## config.mk

```make
export PLATFORM = sky130hd
export DESIGN_NAME = bus_trace_buffer
export DESIGN_NICKNAME = d
export VERILOG_FILES = /design/src/rtl/bus_trace_buffer.sv
export SDC_FILE = /design/constraint.sdc
export NUM_CORES = 2
export LEC_CHECK = 0
export CORE_MARGIN = 2
export CORE_UTILIZATION = 40
export DETAILED_ROUTE_END_ITERATION = 8
export PLACE_DENSITY = 0.63
export SETUP_SLACK_MARGIN = 0.1
export SLEW_MARGIN = 0
export SYNTH_ARGS = -nofsm -noshare
export SYNTH_HDL_FRONTEND = slang
export SYNTH_SLANG_ARGS = --single-unit
```

## constraint.sdc

```tcl
create_clock -name clk -period 6.6 [get_ports clk]
set_clock_uncertainty 0.1 [all_clocks]
set_input_delay 1.65 -clock clk [delete_from_list [all_inputs] [get_ports clk]]
set_output_delay 1.65 -clock clk [all_outputs]
set_load 0.05 [all_outputs]
```

## src/rtl/bus_trace_buffer.sv

```systemverilog
// Circular trace buffer that snoops the 6502 bus and freezes a window of
// qualified bus cycles around a masked, SYNC-qualified address trigger.
module bus_trace_buffer #(
    parameter int ADDR_W = 16,
    parameter int DATA_W = 8,
    parameter int DEPTH  = 64,
    localparam int PTR_W = $clog2(DEPTH)
) (
    input  logic                     clk,
    input  logic                     RST,
    input  logic [ADDR_W-1:0]        A_BUS,
    input  logic [DATA_W-1:0]        D_BUS,
    input  logic                     RW,
    input  logic                     SYNC,
    input  logic                     sample_en,
    input  logic                     arm,
    input  logic                     disarm,
    input  logic [ADDR_W-1:0]        trig_addr,
    input  logic [ADDR_W-1:0]        trig_mask,
    input  logic [PTR_W-1:0]         post_count,
    input  logic                     rd_en,
    output logic [ADDR_W+DATA_W+1:0] rd_data,
    output logic                     rd_valid,
    output logic [1:0]               state,
    output logic [PTR_W:0]           count,
    output logic [PTR_W-1:0]         trig_pos
);

    localparam int ENTRY_W = ADDR_W + DATA_W + 2;
    localparam logic [PTR_W:0]   CNT_FULL = (PTR_W+1)'(DEPTH);
    localparam logic [PTR_W:0]   CNT_ONE  = (PTR_W+1)'(1);
    localparam logic [PTR_W-1:0] PTR_ONE  = PTR_W'(1);

    typedef enum logic [1:0] {
        StIdle  = 2'd0,
        StArmed = 2'd1,
        StPost  = 2'd2,
        StDone  = 2'd3
    } state_e;

    state_e              r_state;
    logic [ENTRY_W-1:0]  r_mem [DEPTH];
    logic [PTR_W-1:0]    r_wr_ptr;
    logic [PTR_W-1:0]    r_rd_ptr;
    logic [PTR_W:0]      r_count;
    logic [PTR_W-1:0]    r_remain;
    logic [PTR_W-1:0]    r_post;
    logic [PTR_W-1:0]    r_trig_pos;
    logic [ENTRY_W-1:0]  r_rd_data;
    logic                r_rd_valid;

    logic                w_hit;
    logic                w_cap;
    logic                w_done_now;
    logic [PTR_W-1:0]    w_wr_ptr_inc;
    logic [PTR_W:0]      w_count_inc;
    logic [PTR_W-1:0]    w_oldest;
    logic [PTR_W-1:0]    w_trig_pos;

    assign w_hit = SYNC && (((A_BUS ^ trig_addr) & trig_mask) == '0);

    // arm/disarm take priority, so a coincident sample is dropped
    assign w_cap = sample_en && !arm && !disarm &&
                   ((r_state == StArmed) || (r_state == StPost));

    assign w_done_now = w_cap &&
                        (((r_state == StArmed) && w_hit && (r_remain == '0)) ||
                         ((r_state == StPost) && (r_remain == PTR_ONE)));

    assign w_wr_ptr_inc = r_wr_ptr + PTR_ONE;
    assign w_count_inc  = (r_count == CNT_FULL) ? r_count : r_count + CNT_ONE;

    // Once wrapped, the oldest entry sits at the slot about to be overwritten
    assign w_oldest   = (w_count_inc == CNT_FULL) ? w_wr_ptr_inc : '0;
    assign w_trig_pos = w_count_inc[PTR_W-1:0] - PTR_ONE - r_post;

    always_ff @(posedge clk) begin
        if (w_cap) begin
            r_mem[r_wr_ptr] <= {RW, SYNC, A_BUS, D_BUS};
        end
    end

    always_ff @(posedge clk or posedge RST) begin
        if (RST) begin
            r_state    <= StIdle;
            r_wr_ptr   <= '0;
            r_rd_ptr   <= '0;
            r_count    <= '0;
            r_remain   <= '0;
            r_post     <= '0;
            r_trig_pos <= '0;
            r_rd_data  <= '0;
            r_rd_valid <= 1'b0;
        end else begin
            r_rd_valid <= 1'b0;
            if (arm) begin
                r_state  <= StArmed;
                r_wr_ptr <= '0;
                r_rd_ptr <= '0;
                r_count  <= '0;
                r_remain <= post_count;
                r_post   <= post_count;
            end else if (disarm && (r_state != StIdle)) begin
                r_state <= StIdle;
                r_count <= '0;
            end else begin
                case (r_state)
                    StArmed, StPost: begin
                        if (sample_en) begin
                            r_wr_ptr <= w_wr_ptr_inc;
                            r_count  <= w_count_inc;
                            if (r_state == StPost) begin
                                r_remain <= r_remain - PTR_ONE;
                            end
                            if (w_done_now) begin
                                r_state    <= StDone;
                                r_trig_pos <= w_trig_pos;
                                r_rd_ptr   <= w_oldest;
                            end else if ((r_state == StArmed) && w_hit) begin
                                r_state <= StPost;
                            end
                        end
                    end
                    StDone: begin
                        if (rd_en && (r_count != '0)) begin
                            r_rd_data  <= r_mem[r_rd_ptr];
                            r_rd_valid <= 1'b1;
                            r_rd_ptr   <= r_rd_ptr + PTR_ONE;
                            r_count    <= r_count - CNT_ONE;
                        end
                    end
                    default: ;
                endcase
            end
        end
    end

    assign rd_data  = r_rd_data;
    assign rd_valid = r_rd_valid;
    assign state    = r_state;
    assign count    = r_count;
    assign trig_pos = r_trig_pos;

endmodule

```

Word level (Yosys, flattened, before mapping)
Memory sizes are Yosys's and may differ from the RTL's. A register that Yosys moved wholly into a read port is not among the register bits. Index checks and enable logic that the tools add are counted. Widths: inputs -> output; s select.

Bits in registers: 40. Memory bits (writable): 1664. Input port bits: 70. Output and inout bits: 42. Logic and storage cells: 100. Memories kept: 1.

$add $sub $neg: 7. Equal/unequal tests: 12. Mux-type cells: 34. Bitwise operators: 4. Reduce and logical (&&, ||, !) cells: 34.

Memory list: r_mem (words 64, width 26, rd ports 1, clocked after memory_dff 1, write ports 1, RTL line 42) `logic [ENTRY_W-1:0] r_mem [DEPTH];`.

Operators with widths (number): $mux 6 (15); $mux 7 (5); $and 16x16->16 (1); $logic_not 16->1 (1); $xor 16x16->16 (1); $eq 7x7->1 const B (2); $pmux 7 s2 (1); $add 6x1->6 const B (2); $mux 2 (6); $pmux 6 s2 (1); $sub 6x1->6 const B (2); $logic_and 1x1->1 (10); $reduce_and 5->1 (2); $ne 3x3->1 const B (3); $reduce_and 3->1 (3); $reduce_bool 3->1 (3); $ne 4x4->1 const B (2); $reduce_and 4->1 (2); $reduce_bool 2->1 (4); $reduce_bool 4->1 (2); $add 7x1->7 const B (1); $reduce_bool 7->1 (1); $sub 7x1->7 const B (1); $eq 6x1->1 const B (1); other kinds (10) (19).

Logic depth before layout (Yosys ltp)
Depth after elaboration: 13. Mapped depth: 12. Mapped depth without buffers: 12.

Least setup slack after synthesis
No wires, ideal clock.

Path kind: input to register. Start: input disarm. End: memory r_mem[62][0] in the netlist's numbering, enable pin. Arrival time: 3632 ps. Path slack: 2459 ps. Cell stages on the path: 4. Cells stage by stage: and4bb_2 nor2b_1 nand3_1 nor2_1.

Cells in the longest elaborated chain, start to end: 5.

RTL lines: start: declaration (RTL line 17) `input logic disarm,`; $logic_not 1->1 (RTL line 63) `assign w_cap = sample_en && !arm && !disarm &&`; $logic_and 1x1->1 (2 in series) (RTL line 63); $mux 1 (RTL line 78) `if (w_cap) begin`; $mux 1 (not written as such) (RTL line 79) `r_mem[r_wr_ptr] <= {RW, SYNC, A_BUS, D_BUS};`; end: declaration (RTL line 42).

No other way between the ends.

Worst setup path after layout
Start: input arm. End: memory r_mem[10][20] in the netlist's numbering, enable pin.

Cells in the longest elaborated chain, start to end: 6.

RTL lines: start: declaration (RTL line 16) `input logic arm,`; $logic_not 1->1 (RTL line 63); $logic_and 1x1->1 (3 in series) (RTL line 63); $mux 1 (RTL line 78); $mux 1 (not written as such) (RTL line 79).

No other way between the ends.

==> results_dict.tcl <==
set metrics [dict create \
    antenna_found_initial 12 \
    cts_hold_buffers 0 \
    rows 150 \
    p_leak_nw 23.25 \
    grt_pass1_vias 31245 \
    worst-slew-pin-transition_ps 1182 \
    hpwl_um 95870 \
    max_stage_delay_ps 1020 \
    timing.rr.start "r_rd_ptr[0]" \
    slew_headroom 0.2103 \
    synthFlopType "edfxtp_1" \
    area_growth_pct 14.62 \
    slew_violations 0 \
    post_cts_buffers 0 \
    grt_first_pass_wirelength_um 230600 \
    grt_max_degree 85 \
    switching_share 0.2067 \
    vias 31543 \
    cts-buffers-inserted 167 \
    hold_path_class "reg -> reg" \
    startpoint_type "input pin" \
    clock-sinks 1730 \
    fp.dieH_um 413.9 \
    grt_usage 0.1891 \
    critPathSlowestCell "nor2_4" \
    multi_input_area_um2 15310 \
    drt_iter0_markers 4141 \
    die-area_um2 171300 \
    r2r_end "rd_data[25]" \
    core_area_um2 167000 \
    io_buffers 111 \
    min_from "rd_data[19]" \
    yosys.area.top_type_share 0.7433 \
    syn-instance-count 2980 \
    clockPowerShare 0.424 \
    switching_power_mw 4.684 \
    vdd_drop_max_mv 0.2232 \
    cts_tree "built" \
    yosysSeqAreaShare 0.7679 \
    synth_nets 3067 \
    final-seq-area_um2 51640 \
    synth-seq-cells 1730 \
    cts_resized 0 \
    yosys_warnings 0 \
    io_pins 112 \
    clockBufferDepth 3 \
    drt-pass1-iter-count 6 \
    post_synth_num_cell_types 61 \
    drive_gt1_frac 0.2872 \
    yosysTopAreaCell "edfxtp_1" \
    clock-root-buffer "clkbuf_16" \
    finalPower_mw 22.66 \
    cp.depth 6 \
    critPathTopFamily "simple AND/OR/NAND/NOR gates" \
    antenna_left 0 \
    tns_ps 0 \
    start_util 0.4024 \
    path_class "in -> reg" \
    rsz0062_at_grt "false" \
    crit_chain "clkdlybuf4s50_1, buf_4, and4bb_2, nor2b_1, nand2_1, nor2_4" \
    power_density_nw_per_um2 294.1 \
    cp.arrival_ps 4840 \
    clkSlewWorstSetupHoldPaths_ps 60 \
    synthTopCellsByArea "edfxtp_1 (74%), mux4_2 (17%), dfrtp_1 (2.5%)" \
    period_needed_ps 4541 \
    synth_area_um2 67220 \
    p_int_mw 17.98 \
    outcome "complete, no violations" \
    seq_power_share 0.533 \
    die_x_um 413.9 \
    r2r_slack_ps 2640 \
    h-tree-depth 4 \
    rr_worst_depth 6 \
    gp_congestion 0.8124 \
    async_flop_share 0.03815 \
    hold_viol_final 0 \
    syn_area_per_cell_um2 22.56 \
    min_to "rd_data[19]" \
    fmax_ghz 0.2202 \
    grt_overflow_total 0 \
    drv_cap 0 \
    synth_edf_count 1664 \
    n_fill_cell 13621 \
    drc 0 \
    clk_latency_ps 790 \
    setup_viol 0 \
    min_period_over_period 0.6880 \
    cp.required_ps 6900 \
    endpoint_kind "register" \
    wl_um 161300 \
    critPathBufInv 2 \
    wl_per_cell_um 29.18 \
    vias_per_cell 5.706 \
    path_max_fanout 34 \
    p_comb_frac 0.044 \
    hold_depth 2 \
    layout.nets 3266 \
]
metrics by stage:
stage               instances  utilization  area, um2  hold WS [ps]  setup slack, ps
detailed placement       5214       0.4283      71540         373.9             1297
floorplan                2980            -      67220         394.5             2459
CTS                      5522       0.4612      77030         387.8             2145
finish                   5528       0.4613      77050         387.5             2059
global route             5527       0.4612      77040         414.3             1967
global placement         5214       0.4283      71540         367.9             1337
per-layer routing:
metal  global-route usage  vias to the layer above  wire [um]
met1               0.2858                    17170      71510
met3              0.03191                      193      10940
met5                    0                        -         13
met4              0.06247                        2       4726
met2               0.2802                     1178      74100
li1                     -                    13000          -
Yosys cell counts (all sizes together) (26+ instances only):
cell	count
buf	89
nand2	83
o21ai	34
a22oi	32
edfxtp	1664
clkbuf	72
mux4	493
nand3	36
nor2	89
mux2i	66
a21oi	27
xor2	26
dfrtp	66
cell type report:
cell class / instances / share of cell area
clock buffers: 206 / 0.05846
well taps: 2204 / 0.03579
diodes: 6 / 0.0001949
inverters: 25 / 0.001234
flip-flops and latches: 1730 / 0.6702
repair buffers: 191 / 0.02264
multi-input cells: 1064 / 0.1987
clock inverters: 102 / 0.01283
kinds of logic after synthesis:
| kind of cell | after synthesis | synth area share |
|---|---|---|
| flops | 1730 | 0.7679 |
| mux | 564 | 0.1758 |
| simple gates | 284 | 0.01977 |
| buf+inv | 186 | 0.01169 |
| compound gates | 153 | 0.01552 |
| xor+xnor | 46 | 0.005994 |
| fa+ha+maj | 17 | 0.003276 |
worst max-delay path by stage:
stage                 from            end  slack, ps
global placement       arm  r_mem[44][23]       1340
finish                 arm  r_mem[10][20]       2060
global route           arm  r_mem[10][19]       1970
detailed placement     arm  r_mem[10][18]       1300
floorplan           disarm   r_mem[62][0]       2460
CTS                    arm  r_mem[10][20]       2140
power by group through the flow:
stage	Sequential (mW)	Combinational [mW]	Clock [mW]
finish	12.1	0.990	9.60
global route	12.1	1.05	10.2
CTS	12.1	1.00	9.75
detailed placement	12.3	1.00	0
global placement	12.3	0.988	0
floorplan	12.3	0.506	0
worst register-to-register path, cell delays in order, from the launching register on:
cell	delay (ps)
dfrtp_4	840
buf_12	540
mux4_2	730
mux4_2	540
mux2i_1	800
or3_1	220
nand3_1	70
registers in the layout, summed over array words and instances (netlist names):
| signal | cells |
|---|---|
| r_mem | 1664 |
| rd_data | 26 |
| r_wr_ptr | 6 |
| state | 2 |
| r_post | 6 |
| trig_pos | 6 |
| count | 7 |
| r_rd_ptr | 6 |
| rd_valid | 1 |
| r_remain | 6 |
layout by cell type (no fill, tap or decap), types with 5 or more instances in the layout:
master	instances
a21oi_1	27
a22oi_1	32
a31oi_1	14
buf_12	13
buf_2	26
buf_4	67
bufinv_16	18
clkbuf_1	29
clkbuf_16	174
clkdlybuf4s50_1	85
clkinv_1	31
clkinv_2	39
dfrtp_1	61
diode_2	6
edfxtp_1	1664
ha_1	16
inv_1	23
inv_6	6
mux2_2	5
mux2i_1	66
mux4_2	493
nand2_1	82
nand3_1	35
nand4_1	8
nor2_1	24
nor2_4	64
nor2b_1	5
nor3_1	9
o2111ai_1	11
o21ai_0	34
or2_2	15
or3_1	15
xnor2_1	20
xor2_1	26
Power figures use the tool's default switching activity.
